==> src/rtl/pov_pkg.sv <==
// Shared definitions for the POV display / capture pair.
// Provides the capture FSM state encoding and the fixed frame geometry
// (pixels per revolution, bits per byte, bytes per revolution).
package pov_pkg;

  typedef enum logic [1:0] {
    ST_IDLE    = 2'd0,
    ST_CALIB   = 2'd1,
    ST_CAPTURE = 2'd2,
    ST_WAIT    = 2'd3
  } state_e;

  localparam int PIX_PER_REV   = 32;
  localparam int BITS_PER_BYTE = 8;
  localparam int BYTES_PER_REV = PIX_PER_REV / BITS_PER_BYTE;

endpackage

==> src/rtl/edge_sync.sv <==
// Two-flop synchronizer followed by a registered rising-edge detector.
// Ports:
//   clk   - system clock
//   reset - synchronous active-high reset
//   din   - asynchronous input
//   pulse - one-cycle pulse, three cycles after din rises
module edge_sync (
  input  logic clk,
  input  logic reset,
  input  logic din,
  output logic pulse
);

  logic sync1_q, sync1_d;
  logic sync2_q, sync2_d;
  logic prev_q, prev_d;
  logic pulse_q, pulse_d;

  always_comb begin
    sync1_d = din;
    sync2_d = sync1_q;
    prev_d  = sync2_q;
    pulse_d = sync2_q & ~prev_q;
  end

  always_ff @(posedge clk) begin
    if (reset) begin
      sync1_q <= 1'b0;
      sync2_q <= 1'b0;
      prev_q  <= 1'b0;
      pulse_q <= 1'b0;
    end else begin
      sync1_q <= sync1_d;
      sync2_q <= sync2_d;
      prev_q  <= prev_d;
      pulse_q <= pulse_d;
    end
  end

  assign pulse = pulse_q;

endmodule

==> src/rtl/led_capture.sv <==
// Recovers the serial POV pixel stream on the LED line back into bytes.
// The revolution period is measured between sensor edges; each of the 32
// pixels lasts period/32 cycles and is sampled at its midpoint. Bytes are
// assembled MSB-first and written four per revolution into a 16-byte RAM
// organised as four revolution slots.
// Ports:
//   clk, reset  - system clock, synchronous active-high reset
//   sensor      - asynchronous revolution marker (rising edge)
//   led         - serial pixel stream, synchronous to clk
//   wr_en       - one-cycle capture RAM write strobe
//   wr_addr     - capture RAM byte address {slot, byte index}
//   wr_data     - assembled byte, MSB is the first pixel
//   frame_done  - pulse when all 32 pixels of a revolution are captured
//   short_rev   - pulse when a sensor edge cuts a frame short
//   too_fast    - level, latched bit period below 2 cycles
//   period      - last measured revolution period in clk cycles
//
// state      | meaning
// -----------+----------------------------------------------------------
// ST_IDLE    | after reset, waiting for the first edge to start counting
// ST_CALIB   | period not yet usable (unknown or too fast), no capture
// ST_CAPTURE | sampling pixels of the current revolution
// ST_WAIT    | frame complete, led ignored until the next edge
module led_capture
  import pov_pkg::*;
#(
  parameter int CNT_W     = 32,
  parameter int PIX_SHIFT = 5,
  parameter int ADDR_W    = 4
) (
  input  logic              clk,
  input  logic              reset,
  input  logic              sensor,
  input  logic              led,
  output logic              wr_en,
  output logic [ADDR_W-1:0] wr_addr,
  output logic [7:0]        wr_data,
  output logic              frame_done,
  output logic              short_rev,
  output logic              too_fast,
  output logic [CNT_W-1:0]  period
);

  localparam int BYTE_IDX_W = PIX_SHIFT - 3;
  localparam int SLOT_W     = ADDR_W - BYTE_IDX_W;

  state_e               state_q, state_d;
  logic [CNT_W-1:0]     cnt_q, cnt_d;
  logic [CNT_W-1:0]     period_q, period_d;
  logic                 too_fast_q, too_fast_d;
  logic [CNT_W-1:0]     timer_q, timer_d;
  logic [PIX_SHIFT-1:0] bit_idx_q, bit_idx_d;
  logic [SLOT_W-1:0]    slot_q, slot_d;
  logic [7:0]           byte_q, byte_d;
  logic                 wr_en_q, wr_en_d;
  logic [ADDR_W-1:0]    wr_addr_q, wr_addr_d;
  logic [7:0]           wr_data_q, wr_data_d;
  logic                 frame_done_q, frame_done_d;
  logic                 short_rev_q, short_rev_d;

  logic                 edge_pulse;
  logic [CNT_W-1:0]     bit_period;
  logic [CNT_W-1:0]     sample_pt;
  logic [CNT_W-1:0]     period_new;
  logic                 tf_new;
  logic                 bit_end;
  logic                 last_bit;

  edge_sync u_edge_sync (
    .clk   (clk),
    .reset (reset),
    .din   (sensor),
    .pulse (edge_pulse)
  );

  assign bit_period = period_q >> PIX_SHIFT;
  assign sample_pt  = bit_period >> 1;

  // The counter restarts at 0 on the edge cycle, so the cycle count between
  // two edges is the counter value plus one (saturating).
  assign period_new = (&cnt_q) ? cnt_q : cnt_q + CNT_W'(1);
  assign tf_new     = (period_new >> PIX_SHIFT) < CNT_W'(2);

  assign bit_end  = (timer_q == bit_period - CNT_W'(1));
  assign last_bit = bit_end && (bit_idx_q == '1);

  always_comb begin
    state_d      = state_q;
    cnt_d        = (&cnt_q) ? cnt_q : cnt_q + CNT_W'(1);
    period_d     = period_q;
    too_fast_d   = too_fast_q;
    timer_d      = timer_q;
    bit_idx_d    = bit_idx_q;
    slot_d       = slot_q;
    byte_d       = byte_q;
    wr_en_d      = 1'b0;
    wr_addr_d    = wr_addr_q;
    wr_data_d    = wr_data_q;
    frame_done_d = 1'b0;
    short_rev_d  = 1'b0;

    if (edge_pulse) begin
      cnt_d      = '0;
      period_d   = period_new;
      too_fast_d = tf_new;
    end

    case (state_q)
      ST_IDLE: begin
        if (edge_pulse) state_d = ST_CALIB;
      end

      ST_CALIB, ST_WAIT: begin
        if (edge_pulse) begin
          state_d   = tf_new ? ST_CALIB : ST_CAPTURE;
          timer_d   = '0;
          bit_idx_d = '0;
          byte_d    = '0;
        end
      end

      ST_CAPTURE: begin
        timer_d = timer_q + CNT_W'(1);
        if (timer_q == sample_pt) byte_d = {byte_q[6:0], led};
        if (bit_end) begin
          timer_d   = '0;
          bit_idx_d = bit_idx_q + PIX_SHIFT'(1);
          // byte_d already holds the last sample when sample and bit end coincide
          if (bit_idx_q[2:0] == 3'd7) begin
            wr_en_d   = 1'b1;
            wr_data_d = byte_d;
            wr_addr_d = {slot_q, bit_idx_q[PIX_SHIFT-1:3]};
          end
          if (last_bit) begin
            frame_done_d = 1'b1;
            slot_d       = slot_q + SLOT_W'(1);
            state_d      = ST_WAIT;
          end
        end
        // An edge landing on the final bit still counts as a full frame;
        // any earlier edge abandons the rest of the frame.
        if (edge_pulse) begin
          if (!last_bit) begin
            short_rev_d = 1'b1;
            slot_d      = slot_q + SLOT_W'(1);
          end
          state_d   = tf_new ? ST_CALIB : ST_CAPTURE;
          timer_d   = '0;
          bit_idx_d = '0;
          byte_d    = '0;
        end
      end

      default: state_d = ST_IDLE;
    endcase
  end

  always_ff @(posedge clk) begin
    if (reset) begin
      state_q      <= ST_IDLE;
      cnt_q        <= '0;
      period_q     <= '0;
      too_fast_q   <= 1'b0;
      timer_q      <= '0;
      bit_idx_q    <= '0;
      slot_q       <= '0;
      byte_q       <= '0;
      wr_en_q      <= 1'b0;
      wr_addr_q    <= '0;
      wr_data_q    <= '0;
      frame_done_q <= 1'b0;
      short_rev_q  <= 1'b0;
    end else begin
      state_q      <= state_d;
      cnt_q        <= cnt_d;
      period_q     <= period_d;
      too_fast_q   <= too_fast_d;
      timer_q      <= timer_d;
      bit_idx_q    <= bit_idx_d;
      slot_q       <= slot_d;
      byte_q       <= byte_d;
      wr_en_q      <= wr_en_d;
      wr_addr_q    <= wr_addr_d;
      wr_data_q    <= wr_data_d;
      frame_done_q <= frame_done_d;
      short_rev_q  <= short_rev_d;
    end
  end

  assign wr_en      = wr_en_q;
  assign wr_addr    = wr_addr_q;
  assign wr_data    = wr_data_q;
  assign frame_done = frame_done_q;
  assign short_rev  = short_rev_q;
  assign too_fast   = too_fast_q;
  assign period     = period_q;

endmodule

==> config.mk <==
export PLATFORM = sky130hd
export DESIGN_NAME = led_capture
export DESIGN_NICKNAME = d
export VERILOG_FILES = /design/src/rtl/pov_pkg.sv /design/src/rtl/edge_sync.sv /design/src/rtl/led_capture.sv
export SDC_FILE = /design/constraint.sdc
export NUM_CORES = 1
export LEC_CHECK = 0
export ABC_AREA = 1
export CAP_MARGIN = 20
export CORE_MARGIN = 2
export CORE_UTILIZATION = 55
export DETAILED_ROUTE_END_ITERATION = 7
export PLACE_DENSITY = 0.79
export SLEW_MARGIN = 20
export SYNTH_ARGS = -nofsm -noshare
export SYNTH_HDL_FRONTEND = slang
export SYNTH_SLANG_ARGS = --single-unit
==> constraint.sdc <==
create_clock -name clk -period 6.1 [get_ports clk]
set_clock_uncertainty 0.15 [all_clocks]
set_input_delay 0.61 -clock clk [delete_from_list [all_inputs] [get_ports clk]]
set_output_delay 0.61 -clock clk [all_outputs]
set_load 0.02 [all_outputs]
==> flow_metrics.tcl <==
set metrics [dict create \
    ctsHoldBuffers 0 \
    final.setup.tns_ns 0 \
    via_count 7536 \
    path_cells "inv_1 > ha_1 > nand2_1 > nor2_1 > nand3_1 > nand2_1 > nand2_1 > nor2_1 > nand2_1 > nor2_1 > nand2_1 > nor2_1 > nand2_4 > nand2_4 > nand2_4 > nand2_4 > nor3b_1" \
    routedWlPerCell_um 15.2 \
    dp_slack_ns 2.97 \
    htree_levels 4 \
    place_area_sq_um 8220 \
    clk_pin_slew_ns 0.06 \
    cts_resized 0 \
    endpoint_kind "flip-flop" \
    pwr-share-seq_pct 44.3 \
    powerDensity_nw_per_um2 224 \
    final_cell_mix "nand2_1 (311), nor2_1 (187), inv_1 (133), dfxtp_1 (133), xor2_1 (58)" \
    antenna_found_initial 0 \
    ys_types 42 \
    viasPerCell 5.41 \
    synth_area_per_cell_sq_um 6.55 \
    cp-start-kind "flip-flop" \
    path_buf_inv 1 \
    worst_slack_ns 3.11 \
    io_pins 52 \
    post-cts-setup-buffers 0 \
    cp_top_family "simple AND/OR/NAND/NOR gates" \
    postSynthRegisterBits 133 \
    crit_type "reg2reg" \
    cpPeakStageDelay_ns 0.33 \
    synth_area_sq_um 7610 \
    place.gp.congestion 0.987 \
    syn_inst 1162 \
    worst_ep_arrival_time_ns 3.13 \
    finalCriticalPeriod_ns 2.99 \
    critPathMaxFanout 26 \
    power.leakage_nw 3.88 \
    drtIter0Drc 535 \
    grt_start_max_net_pins 38 \
    fin_crit_sh_pct 49.0 \
    power.switching_w 0.000428 \
    cts_tree "done" \
    final_common_cell "nand2_1" \
    die_w_um 122 \
    worst_hold_path_type "reg2reg" \
    maxSlewViolCount 0 \
    setup_violations 0 \
    slew_headroom_pct 39.7 \
    worstPathRequired_ns 6.24 \
    cts_sinks 133 \
    antennaDiodeCount 0 \
    postRouteAntennaNets 0 \
    drc 0 \
    rows 42 \
    cp_slowest_cell "dfxtp_1" \
    switching_share_pct 21.6 \
    maxCapViolCount 0 \
    clk_latency_ns 0.42 \
    timing.fmax_mhz 334 \
    combPwrFrac_pct 2.0 \
    ys_warn_count 0 \
    grt_pass1_wl_um 34100 \
    cts_made_buffers 17 \
    firstDrtPassIters 6 \
    cp_common_cell "nand2_1" \
    clockPowerShare_pct 53.7 \
    tightest_slew_ns 0.902 \
    ir_drop_mv 0.284 \
    synth_nets 1172 \
    die_y_um 122 \
    grt_pass1_vias 6926 \
    drive_above_1_share_pct 5.92 \
    fin_nets 1215 \
    fillers 1239 \
    fin_area_sq_um 8840 \
    die-area_sq_um 14800 \
    coreArea_sq_um 13400 \
    stdcell_count 1393 \
    overflow 0 \
    outcome "finished clean" \
    final_util_pct 66.0 \
    root_buffer "clkbuf_16" \
    rsz0062_at_grt "no" \
    ys_seq_area_share_pct 35.0 \
    clock_path_buffers 2 \
    start_util_pct 56.8 \
    placed_cells 1361 \
    hold_viol 0 \
    dp_hpwl_um 15500 \
    wl_um 21200 \
    grt_usage_pct 29.3 \
    syn_to_final_growth_pct 16.1 \
    p_int_w 0.00155 \
    port_buffers 51 \
]
-- final timing paths --
path                                         start                 to  slack, ns  cells past startpoint
worst max-delay path                     period[5]         timer_q[7]       3.11                     17
worst min-delay path            u_edge_sync.prev_q  u_edge_sync.pulse       0.25                      1
worst max register to register           period[5]         timer_q[7]       3.11                     17
worst min register to register  u_edge_sync.prev_q  u_edge_sync.pulse       0.25                      1
-- cell usage after synthesis (all sizes together) --
| cell | n | share of area (%) |
|---|---|---|
| and2 | 2 | 0.18 |
| nand4 | 24 | 2.0 |
| nor2 | 201 | 11 |
| nor3 | 38 | 2.7 |
| o21bai | 1 | 0.099 |
| o211a | 2 | 0.26 |
| nand2 | 315 | 16 |
| xor2 | 58 | 6.7 |
| o211ai | 1 | 0.099 |
| inv | 137 | 6.8 |
| xor3 | 1 | 0.31 |
| or2 | 10 | 0.82 |
| nor4 | 9 | 0.74 |
| buf | 11 | 1.0 |
| clkbuf | 21 | 1.1 |
| xnor2 | 17 | 2.0 |
| dfxtp | 133 | 35 |
| o2111ai | 3 | 0.35 |
| a22o | 1 | 0.12 |
| o22ai | 23 | 1.9 |
| a21oi | 24 | 1.6 |
| nor3b | 12 | 1.2 |
| ha | 6 | 0.99 |
| nand3 | 51 | 3.4 |
| clkinv | 3 | 0.15 |
| nand3b | 6 | 0.59 |
| o21ai | 52 | 3.5 |
-- through the flow --
stage               hold slack (ns)  total power (W)
floorplan                     0.223         0.000921
global placement              0.228         0.000931
detailed placement            0.234         0.000932
CTS                           0.248          0.00199
global route                  0.255          0.00203
finish                        0.245          0.00198
-- metal layers --
metal | global-route usage (%) | share of wire, %
met3 | 7.30 | 7.3
met2 | 47.4 | 45
met4 | 8.69 | 2.0
met5 | 0 | 0
met1 | 38.8 | 46
-- power by group through the flow --
stage | Combinational (W) | Sequential (W) | Clock (W)
after floorplan | 0.0000260 | 0.000895 | 0
after global placement | 0.0000369 | 0.000894 | 0
after detailed placement | 0.0000375 | 0.000895 | 0
after CTS | 0.0000378 | 0.000875 | 0.00107
after global routing | 0.0000435 | 0.000876 | 0.00111
final | 0.0000390 | 0.000876 | 0.00106
-- logic make-up after synthesis --
kind of cell | Yosys count | synth area share [%]
buffers and inverters | 172 | 8.95
AO/OA/AOI/OAI | 107 | 7.85
flip-flops | 133 | 35.0
XOR/XNOR | 76 | 8.94
AND/OR/NAND/NOR | 668 | 38.3
adder cells (fa/ha/maj) | 6 | 0.986
-- state kept, by name (all words and copies together) (netlist names) --
name	count
bit_idx_q	5
byte_q	8
cnt_q	32
frame_done	1
period	32
short_rev	1
slot_q	2
state_q	2
timer_q	32
too_fast	1
u_edge_sync.prev_d	1
u_edge_sync.prev_q	1
u_edge_sync.pulse	1
u_edge_sync.sync1_q	1
wr_addr	4
wr_data	8
wr_en	1
-- layout make-up --
class                   instances  area, sq um  area share [%]
clock buffers                  21          460            5.21
clock inverters                10          145            1.64
inverters                     140          526            5.94
multi-input cells             857         4270            48.3
flip-flops and latches        133         2660            30.1
well taps                     176          220            2.49
repair buffers                 56          556            6.28
Note: power is estimated with default switching activity, not from simulation.
